File: config.mk
export PLATFORM = sky130hd
export DESIGN_NAME = arb_rr_lock
export DESIGN_NICKNAME = d
export VERILOG_FILES = /design/src/rtl/arb_pkg.sv /design/src/rtl/Arb_n_LSB1.sv /design/src/rtl/arb_rr_lock.sv
export SDC_FILE = /design/constraint.sdc
export NUM_CORES = 1
export LEC_CHECK = 0
export CORE_MARGIN = 3
export CORE_UTILIZATION = 50
export CTS_CLUSTER_SIZE = 8
export DETAILED_ROUTE_END_ITERATION = 16
export PLACE_DENSITY = 0.92
export SLEW_MARGIN = 40
export SYNTH_ARGS = -nofsm -noshare
export SYNTH_HDL_FRONTEND = slang
export SYNTH_SLANG_ARGS = --single-unit
File: constraint.sdc
create_clock -name clk -period 3.1 [get_ports clk]
set_input_delay 0.31 -clock clk [delete_from_list [all_inputs] [get_ports clk]]
set_output_delay 0.31 -clock clk [all_outputs]
set_load 0.005 [all_outputs]
File: src/rtl/arb_pkg.sv
// Shared types and helpers for the round-robin lock arbiter.
// Vector helpers work on a fixed 64-bit container; callers size-cast in and out.
package arb_pkg;

  localparam int MAX_REQ = 64;

  typedef logic [MAX_REQ-1:0] vec_t;

  typedef enum logic {
    IDLE = 1'b0,
    BUSY = 1'b1
  } state_t;

  function automatic int unsigned onehot2bin(input vec_t oh);
    int unsigned idx;
    idx = 0;
    for (int i = 0; i < MAX_REQ; i++) begin
      if (oh[i]) idx = idx | unsigned'(i);
    end
    return idx;
  endfunction

  // Bits strictly above w within an n-bit vector; the top requester wraps to all ones.
  function automatic vec_t mask_above(input int unsigned w, input int unsigned n);
    vec_t m;
    m = '0;
    for (int i = 0; i < MAX_REQ; i++) begin
      if (w >= n - 1) m[i] = (unsigned'(i) < n);
      else            m[i] = (unsigned'(i) > w) && (unsigned'(i) < n);
    end
    return m;
  endfunction

endpackage

File: src/rtl/Arb_n_LSB1.sv
// Fixed-priority picker: one-hot of the lowest set request bit (bit 0 wins).
module Arb_n_LSB1 #(
  parameter int REQ_WIDTH = 16
) (
  input  logic [REQ_WIDTH-1:0] req,
  output logic [REQ_WIDTH-1:0] gnt
);

  logic found;

  always_comb begin
    gnt   = '0;
    found = 1'b0;
    for (int i = 0; i < REQ_WIDTH; i++) begin
      if (req[i] && !found) begin
        gnt[i] = 1'b1;
        found  = 1'b1;
      end
    end
  end

endmodule

File: src/rtl/arb_rr_lock.sv
// Round-robin arbiter with registered grant held for a whole transaction,
// released on last, req drop, or the hold limit.
module arb_rr_lock
  import arb_pkg::*;
#(
  parameter int REQ_WIDTH = 16,
  parameter int MAX_HOLD  = 64,
  localparam int ID_W     = $clog2(REQ_WIDTH)
) (
  input  logic                 clk,
  input  logic                 rst_n,
  input  logic [REQ_WIDTH-1:0] req,
  input  logic [REQ_WIDTH-1:0] last,
  output logic [REQ_WIDTH-1:0] grant,
  output logic [ID_W-1:0]      grant_id,
  output logic                 busy,
  output state_t               dbg_state,
  output logic [REQ_WIDTH-1:0] dbg_mask
);

  localparam int CNT_W = (MAX_HOLD > 1) ? $clog2(MAX_HOLD) : 1;
  localparam logic [CNT_W-1:0] CNT_MAX = CNT_W'((MAX_HOLD > 0) ? MAX_HOLD - 1 : 0);

  state_t                 state_q, state_d;
  logic [REQ_WIDTH-1:0]   mask_q, mask_d;
  logic [REQ_WIDTH-1:0]   grant_q, grant_d;
  logic [ID_W-1:0]        grant_id_q, grant_id_d;
  logic [CNT_W-1:0]       hold_cnt_q, hold_cnt_d;

  logic [REQ_WIDTH-1:0]   cand, masked, pick_m, pick_r, winner;
  logic                   owner_req, owner_last, forced, release_now, do_grant;

  // Handshake: a requester holds req high until it sees its grant bit and then
  // through its final beat (flagged by last); grant may move on the cycle after.
  always_comb begin
    owner_req   = |(req & grant_q);
    owner_last  = |(req & last & grant_q);
    forced      = (MAX_HOLD != 0) && (hold_cnt_q == CNT_MAX);
    release_now = (state_q == BUSY) && (!owner_req || owner_last || forced);
    cand        = (state_q == IDLE) ? req : (req & ~grant_q);
    masked      = cand & mask_q;
    winner      = (|masked) ? pick_m : pick_r;
    do_grant    = ((state_q == IDLE) || release_now) && (|cand);
  end

  Arb_n_LSB1 #(.REQ_WIDTH(REQ_WIDTH)) u_pick_masked (.req(masked), .gnt(pick_m));
  Arb_n_LSB1 #(.REQ_WIDTH(REQ_WIDTH)) u_pick_raw    (.req(cand),   .gnt(pick_r));

  always_comb begin
    state_d    = state_q;
    mask_d     = mask_q;
    grant_d    = grant_q;
    hold_cnt_d = hold_cnt_q;
    if (do_grant) begin
      state_d    = BUSY;
      grant_d    = winner;
      hold_cnt_d = '0;
      mask_d     = REQ_WIDTH'(mask_above(onehot2bin(vec_t'(winner)), unsigned'(REQ_WIDTH)));
    end else if (release_now) begin
      state_d    = IDLE;
      grant_d    = '0;
      hold_cnt_d = '0;
    end else if (state_q == BUSY && hold_cnt_q != CNT_MAX) begin
      hold_cnt_d = hold_cnt_q + CNT_W'(1);
    end
    grant_id_d = ID_W'(onehot2bin(vec_t'(grant_d)));
  end

  always_ff @(posedge clk or negedge rst_n) begin
    if (!rst_n) begin
      state_q    <= IDLE;
      mask_q     <= '1;
      grant_q    <= '0;
      grant_id_q <= '0;
      hold_cnt_q <= '0;
    end else begin
      state_q    <= state_d;
      mask_q     <= mask_d;
      grant_q    <= grant_d;
      grant_id_q <= grant_id_d;
      hold_cnt_q <= hold_cnt_d;
    end
  end

  assign grant     = grant_q;
  assign grant_id  = grant_id_q;
  assign busy      = |grant_q;
  assign dbg_state = state_q;
  assign dbg_mask  = mask_q;

endmodule
[Word-level counts from Yosys, hierarchy flattened]
Cells that the tools add are included.
W data, S select, Z words.
Operators by class
  add/sub/neg operators: 1
  order comparisons: 17
  eq/ne operators: 2
  mux-type cells: 116
  bitwise gates (word level): 7
  reduce and logical (&&, ||, !) cells: 74
Operators with widths (number)
  $gt A4 B32 Y1 const A: 8
  $gt A3 B32 Y1 const A: 4
  $and A16 B16 Y16: 5
  $mux W1: 80
  $reduce_or A16 Y1: 5
  $gt A1 B32 Y1 const A: 2
  $gt A2 B32 Y1 const A: 2
  $mux W16: 4
  $mux W4: 16
  $logic_and A1 B1 Y1: 33
  $ge A32 B4 Y1 const B: 1
  $mux W32: 1
  $logic_not A1 Y1: 31
  $mux W3: 8
  $mux W6: 3
  $not A16 Y16: 1
  $mux W2: 4
  $add A6 B1 Y6 const B: 1
  $eq A6 B6 Y1 const B: 1
  $ne A6 B6 Y1 const B: 1
  $logic_or A1 B1 Y1: 3
  $reduce_bool A3 Y1: 1
  $reduce_bool A2 Y1: 1
  $not A1 Y1: 1
Storage, ports and cells
  flip-flop bits (word level): 43
  input port bits: 34
  word-level logic and storage cells: 223

[Logic depth before layout (Yosys ltp)]
Gate-level depths: netlist (run 1).
  word-level depth: 69
  depth in mapped cells: 11

[Modules after synthesis]
Synthesis (run 1) repeated with hierarchy kept, for this count alone.
Second synthesis, totals
  cells, all modules: 353
  area total of the unflattened synthesis: 3235.6 µm²
By module, submodules not included
  arb_rr_lock: instances 1, cells an instance 291, area each 2712.6 µm²
  Arb_n_LSB1: instances 2, cells an instance 31, area each 261.5 µm²

[Worst setup path before layout (run 1)]
OpenSTA, ideal clock, no wires.
  path kind: flip-flop to flip-flop
  from: reg hold_cnt_q[0]
  to: reg grant_id_q[1] (netlist: grant_id[1])
  setup time: 0.130 ns
  arrival time: 2.380 ns
  required time: 2.970 ns
  setup slack: 0.589 ns
  cell stages (with the launch flop): 12
  path buffers: 1
  path through: dfrtp_1 ha_1 and3_1 nand3_1 nand3_1 nor4_1 and3_1 clkbuf_1 nor2_1 a22o_1 nor4_1 nand3_1
On the way
  elaborated cells between the ends (all ways): 21
  those cells by class: eq/ne (1); mux (16); reduce/logical (4)
RTL lines
  start: declaration: line arb_rr_lock.sv:28  | logic [CNT_W-1:0] hold_cnt_q, hold_cnt_d;
  start signal: assignment: line arb_rr_lock.sv:81  | hold_cnt_q <= hold_cnt_d;
  $eq A6 B6 Y1 (*): line arb_rr_lock.sv:38  | forced = (MAX_HOLD != 0) && (hold_cnt_q == CNT_MAX);
  $logic_or A1 B1 Y1 (*): line arb_rr_lock.sv:39  | release_now = (state_q == BUSY) && (!owner_req || owner_last || forced);
  $logic_and A1 B1 Y1 (*): line arb_rr_lock.sv:39
  $logic_or A1 B1 Y1: line arb_rr_lock.sv:43  | do_grant = ((state_q == IDLE) || release_now) && (|cand);
  $logic_and A1 B1 Y1: line arb_rr_lock.sv:43
  $mux W16 (*): line arb_rr_lock.sv:54  | if (do_grant) begin
  named net grant_d[7]: line arb_rr_lock.sv:26  | logic [REQ_WIDTH-1:0] grant_q, grant_d;
  $mux W3 (*): line arb_pkg.sv:18  | if (oh[i]) idx = idx | unsigned'(i);
  $mux W4 (*) (8 in series): line arb_pkg.sv:18
  named net grant_id_d[1]: line arb_rr_lock.sv:27  | logic [ID_W-1:0] grant_id_q, grant_id_d;
  end signal: assignment: line arb_rr_lock.sv:80  | grant_id_q <= grant_id_d;
  end: declaration: line arb_rr_lock.sv:27
The timed path passes the listed nets; every way through them passes the cells marked *. The select of a mux whose other input is x is not followed.
A chain may end at the register's enable or synchronous reset.

[Worst setup path in the final report (run 1)]
  from: reg state_q (netlist: dbg_state)
  to: reg mask_q[3] (netlist: dbg_mask[3])
On the way
  word-level cells in the longest chain between the ends: 53
  elaborated cells between the ends (all ways): 148
  those cells by class: order compare (2); mux (79); bitwise (2); reduce/logical (65)
Ends and longest elaborated chain
  start: declaration: line arb_rr_lock.sv:24  | state_t state_q, state_d;
  start signal: assignment: line arb_rr_lock.sv:77  | state_q <= state_d;
  $mux W16: line arb_rr_lock.sv:40  | cand = (state_q == IDLE) ? req : (req & ~grant_q);
  $and A16 B16 Y16: line arb_rr_lock.sv:41  | masked = cand & mask_q;
  $mux W1: line Arb_n_LSB1.sv:15  | if (req[i] && !found) begin
  $logic_not A1 Y1: line Arb_n_LSB1.sv:15
  $logic_and A1 B1 Y1: line Arb_n_LSB1.sv:15
  $mux W1: line Arb_n_LSB1.sv:15
  $logic_not A1 Y1: line Arb_n_LSB1.sv:15
  $logic_and A1 B1 Y1: line Arb_n_LSB1.sv:15
  (+37 left out)
  $logic_not A1 Y1: line Arb_n_LSB1.sv:15
  $logic_and A1 B1 Y1: line Arb_n_LSB1.sv:15
  $mux W1: line Arb_n_LSB1.sv:15
  $mux W16: line arb_rr_lock.sv:42  | winner = (|masked) ? pick_m : pick_r;
  $mux W4: line arb_pkg.sv:18
  $mux W32: line arb_rr_lock.sv:54
  $gt A2 B32 Y1 or $ge A32 B4 Y1 (tied branches)
  $mux W1: line arb_pkg.sv:28  | if (w >= n - 1) m[i] = (unsigned'(i) < n);
  end signal: assignment: line arb_rr_lock.sv:78  | mask_q <= mask_d;
  end: declaration: line arb_rr_lock.sv:25  | logic [REQ_WIDTH-1:0] mask_q, mask_d;
Several ways; a longest one is shown, not always the timed one. The select of a mux whose other input is x is not followed.

==> impl_metrics.toml, run 1 <==
[placed_design]
place_ws_ns = -0.0621
gp_congestion = 0.959
dpl_cell_area_um2 = 4190
hpwl_um = 9580
dp.cells = 529
port_buffers = 70

[timing]
layout_setup_ws_ns = 0.0986
finalSetupViolCount = 0
timing.final.crit_period_ns = 3.00
max_slew_margin_pct = 63.4
finalCritPeriodShare_pct = 96.8
final-max-slew-violation-count = 0
fmax_mhz = 333
tightest_slew_ns = 0.549
fin_worst_skew_ns = 0.00747
grt_setup_unrepaired = "false"
hold_viol = 0
whs_ns = 0.499

[logic_synthesis]
synth_top_area_share_pct = 24.0
synth_edf_count = 0
synth_area_leader_cell = "dfrtp_1"
ys_ff_latch = 42
ys.flop_type = "dfrtp_1"
yosysUniqueCellTypes = 61
synthesis.area_um2 = 2820
yosysMostFrequentCell = "nand2_1"
yosysSeqAreaShare_pct = 37.9
syn_nets = 348
avgSynthCellArea_um2 = 9.01
synth_common_cells = "nand2_1 (39), nand3_1 (28), dfrtp_1 (27), nor2_1 (23), dfstp_2 (15)"
yosys_warnings = 0
synth_area_leaders = "dfrtp_1 (24%), dfstp_2 (14%), nand2_1 (5.2%)"
synthArstFlopShare_pct = 100
syn_inst = 313

[critical_path]
reg2reg_from = "dbg_state"
reg2reg_slack_ns = 0.1
crit_start = "dbg_state"
crit_arrival_ns = 3.22
worst-path-max-fanout = 12
worstPathRequired_ns = 3.32
critPathKind = "reg -> reg"
cp-end-kind = "flop"
setup.worst_path.start_class = "flop"

[clocking]
cts_buffer_depth = 2
clockRootBuffer = "clkbuf_8"
cts_sinks = 42
cts_htree_levels = 2
postCtsSetupBuffers = 0
cts_tree = "built"
numCtsBuffers = 5
clkTransAtPathRegs_ns = 0.09
clk-insertion-delay-late_ns = 0.30

[flow_run]
drv_cap = 0

[outcome]
status = "finished clean"

[final_layout]
fin_cells = 538
fillers = 338
antenna-diode-count = 0
area_growth_pct = 53.3
final_nets = 502
fin_area_um2 = 4320
drive_gt1_share_pct = 29.1

[floorplan]
io_pins = 72
core_area_um2 = 5270
die_w_um = 81.1
die_h_um = 81.1
die_area_um2 = 6580
start_util_pct = 53.5
rows = 26

[route]
via_per_inst = 6.60
drtAntennaViolNets = 0
routed_wl_um = 12100
first_iter_violations = 535
drc = 0
routedWlPerCell_um = 22.5
dr.pass1.iters = 5
vias = 3551

[power_and_ir_drop]
p_leak_nw = 1.91
ir_drop_mv = 0.768
powerDensity_nw_per_um2 = 952

[worst_hold_path]
hp-class = "reg -> reg"
worstHoldStart = "dbg_mask[4]"

[global_routing]
first_global_vias = 3529
antenna_found_initial = 0
grt_overflow = 0
grt_max_degree = 43
grt_pass1_wl_um = 18700
track_usage_pct = 38.3
==> logic make-up (layout without fill, tap and decap cells) <==
family | Yosys count | count (layout) | synth area share, %
adder cells (fa/ha/maj) | 1 | 1 | 0.444
AO/OA/AOI/OAI | 95 | 95 | 26.7
flip-flops | 42 | 42 | 37.9
buffers and inverters | 13 | 168 | 2.44
other | 1 | 1 | 0.133
XOR/XNOR | 2 | 2 | 0.621
AND/OR/NAND/NOR | 159 | 159 | 31.8
==> timing repair <==
action                                  CTS  global route
resized for setup                         0             5
hold endpoints to repair                  7             0
endpoints found under the setup margin    0             6
hold buffers                              1             0
==> path summary, 6_finish.rpt <==
path                                       to  depth (start not counted)
worst max-delay path              dbg_mask[3]                         11
worst min-delay path              dbg_mask[4]                          2
worst max register to register    dbg_mask[3]                         11
worst min register to register    dbg_mask[4]                          2
max in group asynchronous         dbg_mask[6]                          2
min in group asynchronous       hold_cnt_q[2]                          2
==> per-stage QoR <==
stage / total power, mW / util, % / TNS, ns
5_1_grt: 4.32 / 82.0 / 0
3_3_place_gp: 3.50 / 79.5 / -0.0452
4_1_cts: 4.03 / 81.4 / 0
3_5_place_dp: 3.64 / 79.6 / -0.257
6_report: 4.12 / 82.0 / 0
2_1_floorplan: 2.25 / - / 0
==> layer usage <==
metal  vias up  GRT usage [%]  routed length [µm]
met5         -              0                   0
met3        60           7.87                1420
met1      1659           49.1                4580
met4         0           14.4                 544
met2       313           63.5                5590
li1       1519              -                   -
==> flip-flops by register name, summed over array words and instances (netlist names) <==
register and count:
dbg_mask 15, grant_id 4, hold_cnt_q 6, dbg_state 1, grant 16
==> cell usage in the layout, fill, tap and decap left out, types with 7 or more instances in the layout <==
cell type	instances
buf_4	87
clkdlybuf4s50_1	69
nand2_1	39
nand3_1	28
dfrtp_1	27
nor2_1	23
dfstp_2	15
nor3_1	11
nor4_1	11
o21ai_0	11
nand4_1	9
o2bb2ai_1	9
and3_1	8
a21oi_1	8
a21boi_2	7
a21boi_1	7
==> cell type report <==
class	count	area, µm²	area share, %
Timing Repair Buffer	157	1350	31.3
Clock buffer	5	68.8	1.59
Multi-Input combinational cell	258	1710	39.6
Tap cell	70	87.6	2.03
Sequential cell	42	1070	24.7
Inverter	3	11.3	0.260
Clock inverter	3	18.8	0.434
==> worst max-delay path, cell delays in order (launching register included) <==
cell and delay, ns:
dfrtp_1 0.39, buf_4 0.20, a21boi_1 0.47, a22oi_2 0.14
nand3_2 0.17, buf_4 0.15, nor4_4 0.05, a31oi_1 0.42
nand4_1 0.24, or3b_1 0.43, a21oi_1 0.17, o21ai_1 0.09
==> where the power goes <==
group / leakage (nW) / internal [mW] / switching (mW)
sequential: 0.518 / 0.781 / 0.181
clock: 0.0483 / 0.159 / 0.210
combinational: 1.34 / 1.32 / 1.47
No activity file was read; power rests on OpenSTA's default activity.
==> inputs of run 2 (changes only) <==
CELL_PAD_IN_SITES_DETAIL_PLACEMENT = 0   (was unset)
CELL_PAD_IN_SITES_GLOBAL_PLACEMENT = 2   (was unset)
CORE_UTILIZATION = 29   (was 50)
PLACE_DENSITY = 0.91   (was 0.92)
RECOVER_POWER = 50   (was unset)
==> impl_metrics.toml, run 2 (synthesis results as in run 1) <==
[critical_path]
crit_top_cell = "buf_4"
worst-path-max-fanout = 10
crit_arrival_ns = 3.15
path_cells = "buf_4 -> a21boi_2 -> nand2_1 -> nand4_2 -> buf_4 -> nor4_1 -> a21oi_2 -> buf_4 -> nand4_1 -> nor4_2 -> o21ai_1"
setup.worst_path.start_class = "flop"
critPathBufInv = 3
crit_family = "simple AND/OR/NAND/NOR gates"
slowest_delay_ns = 0.45
worstPathRequired_ns = 3.33
critPathKind = "reg -> reg"
worst_path_max_delay_cell = "dfrtp_1"
cp-end-kind = "flop"

[clocking]
cts_buffer_depth = 2
numCtsBuffers = 5
cts_htree_levels = 2
clkTransAtPathRegs_ns = 0.10
clk-insertion-delay-late_ns = 0.31
cts_sinks = 42
clockRootBuffer = "clkbuf_8"
cts_tree = "built"

[outcome]
status = "finished with violations"
violations = "capacitance limit, slew limit"

[route]
routedWlPerCell_um = 20.0
drtAntennaViolNets = 0
via_per_inst = 5.56
first_iter_violations = 189
drc = 0
dr.pass1.iters = 5
routed_wl_um = 11400
vias = 3164

[global_routing]
grt_busiest_layer = "met2"
grt_use_met1_pct = 30.5
track_usage_pct = 21.2
grt_overflow = 0
grt_max_degree = 43
first_global_vias = 3210
antenna_found_initial = 0
grt_pass1_wl_um = 18400
globalRouteMet2Util_pct = 33.8
grt.met3_usage_pct = 3.15

[final_layout]
area_growth_pct = 47.7
final_nets = 474
layout_commonest_cell = "clkdlybuf4s50_1"
fin_cells = 569
largest_reg_flops = 16
drive_gt1_share_pct = 22.5
antenna-diode-count = 0
mostFrequentLayoutCells = "clkdlybuf4s50_1 (59), buf_4 (55), nand2_1 (39)"
fin_area_um2 = 4170

[power_and_ir_drop]
powerDensity_nw_per_um2 = 907
power_frac_seq_pct = 25.8
p_int_mw = 2.06
ir_drop_mv = 0.696
clkPwrFrac_pct = 10.8
comb_power_share_pct = 63.4
p_leak_nw = 1.76
swShare_pct = 45.4
p_sw_mw = 1.72

[floorplan]
die_area_um2 = 10900
start_util_pct = 30.2
rows = 35
die_h_um = 105
core_area_um2 = 9330
io_pins = 72
die_w_um = 105

[timing]
fin_worst_skew_ns = 0.0135
final-max-slew-violation-count = 43
max_slew_margin_pct = -54.2
finalSetupViolCount = 0
hold_viol = 0
tightest_slew_ns = 2.31
finalSetupTns_ns = 0
timing.final.crit_period_ns = 2.91
finalCritPeriodShare_pct = 94.0
fmax_mhz = 343
grt_setup_unrepaired = "false"

[placed_design]
gp_congestion = 0.912
dp.cells = 560
port_buffers = 70
dpl_cell_area_um2 = 4060
hpwl_um = 9270

[worst_hold_path]
hp-class = "reg -> reg"

[flow_run]
drv_cap = 1
run 2: power by group through the flow:
stage / Clock (mW) / Sequential (mW) / Combinational (mW)
final: 0.406 / 0.976 / 2.40
after global routing: 0.444 / 1.00 / 2.64
after CTS: 0.413 / 0.986 / 2.39
after detailed placement: 0 / 0.996 / 2.37
after global placement: 0 / 0.990 / 2.36
after floorplan: 0 / 0.940 / 1.31
run 2: path summary, 6_finish.rpt:
check                              start             to  slack (ns)  cells past startpoint
max in group asynchronous          rst_n       grant[1]        0.54                      2
min                        hold_cnt_q[5]  hold_cnt_q[5]        0.50                      1
max                            dbg_state   dbg_mask[13]        0.19                     11
min in group asynchronous          rst_n    grant_id[1]        1.23                      2
max reg2reg                    dbg_state   dbg_mask[13]        0.19                     11
min reg2reg                hold_cnt_q[5]  hold_cnt_q[5]        0.50                      1
run 2: per-stage QoR:
stage | utilization [%] | setup WS, ns | total power, mW | hold slack [ns]
2_1_floorplan | - | 0.589 | 2.25 | 0.0144
3_3_place_gp | 43.5 | -0.151 | 3.35 | 0.475
3_5_place_dp | 43.5 | -0.146 | 3.37 | 0.340
4_1_cts | 44.7 | 0.0684 | 3.79 | 0.496
5_1_grt | 44.7 | 0.00670 | 4.08 | 0.524
6_report | 44.7 | 0.185 | 3.78 | 0.500
run 2: cell type report:
class	count	area, µm²
multi-input cells	258	1700
repair buffers	129	1130
inverters	3	11.3
well taps	129	161
clock buffers	5	68.8
fillers	959	5160
clock inverters	3	28.8
flip-flops and latches	42	1070
run 2: repair_timing:
| action | 4_1_cts | 5_1_grt |
|---|---|---|
| endpoints found under the setup margin | 0 | 11 |
| resized for setup | 0 | 3 |
| hold buffers | 1 | 0 |
| hold endpoints to repair | 24 | 0 |
| buffers inserted | 0 | 0 |
run 2: routing by layer:
layer  up-vias  wire length (µm)
met3        15               584
met5         -                 0
met1      1579              5280
li1       1466                 -
met2       104              5360
met4         0               144
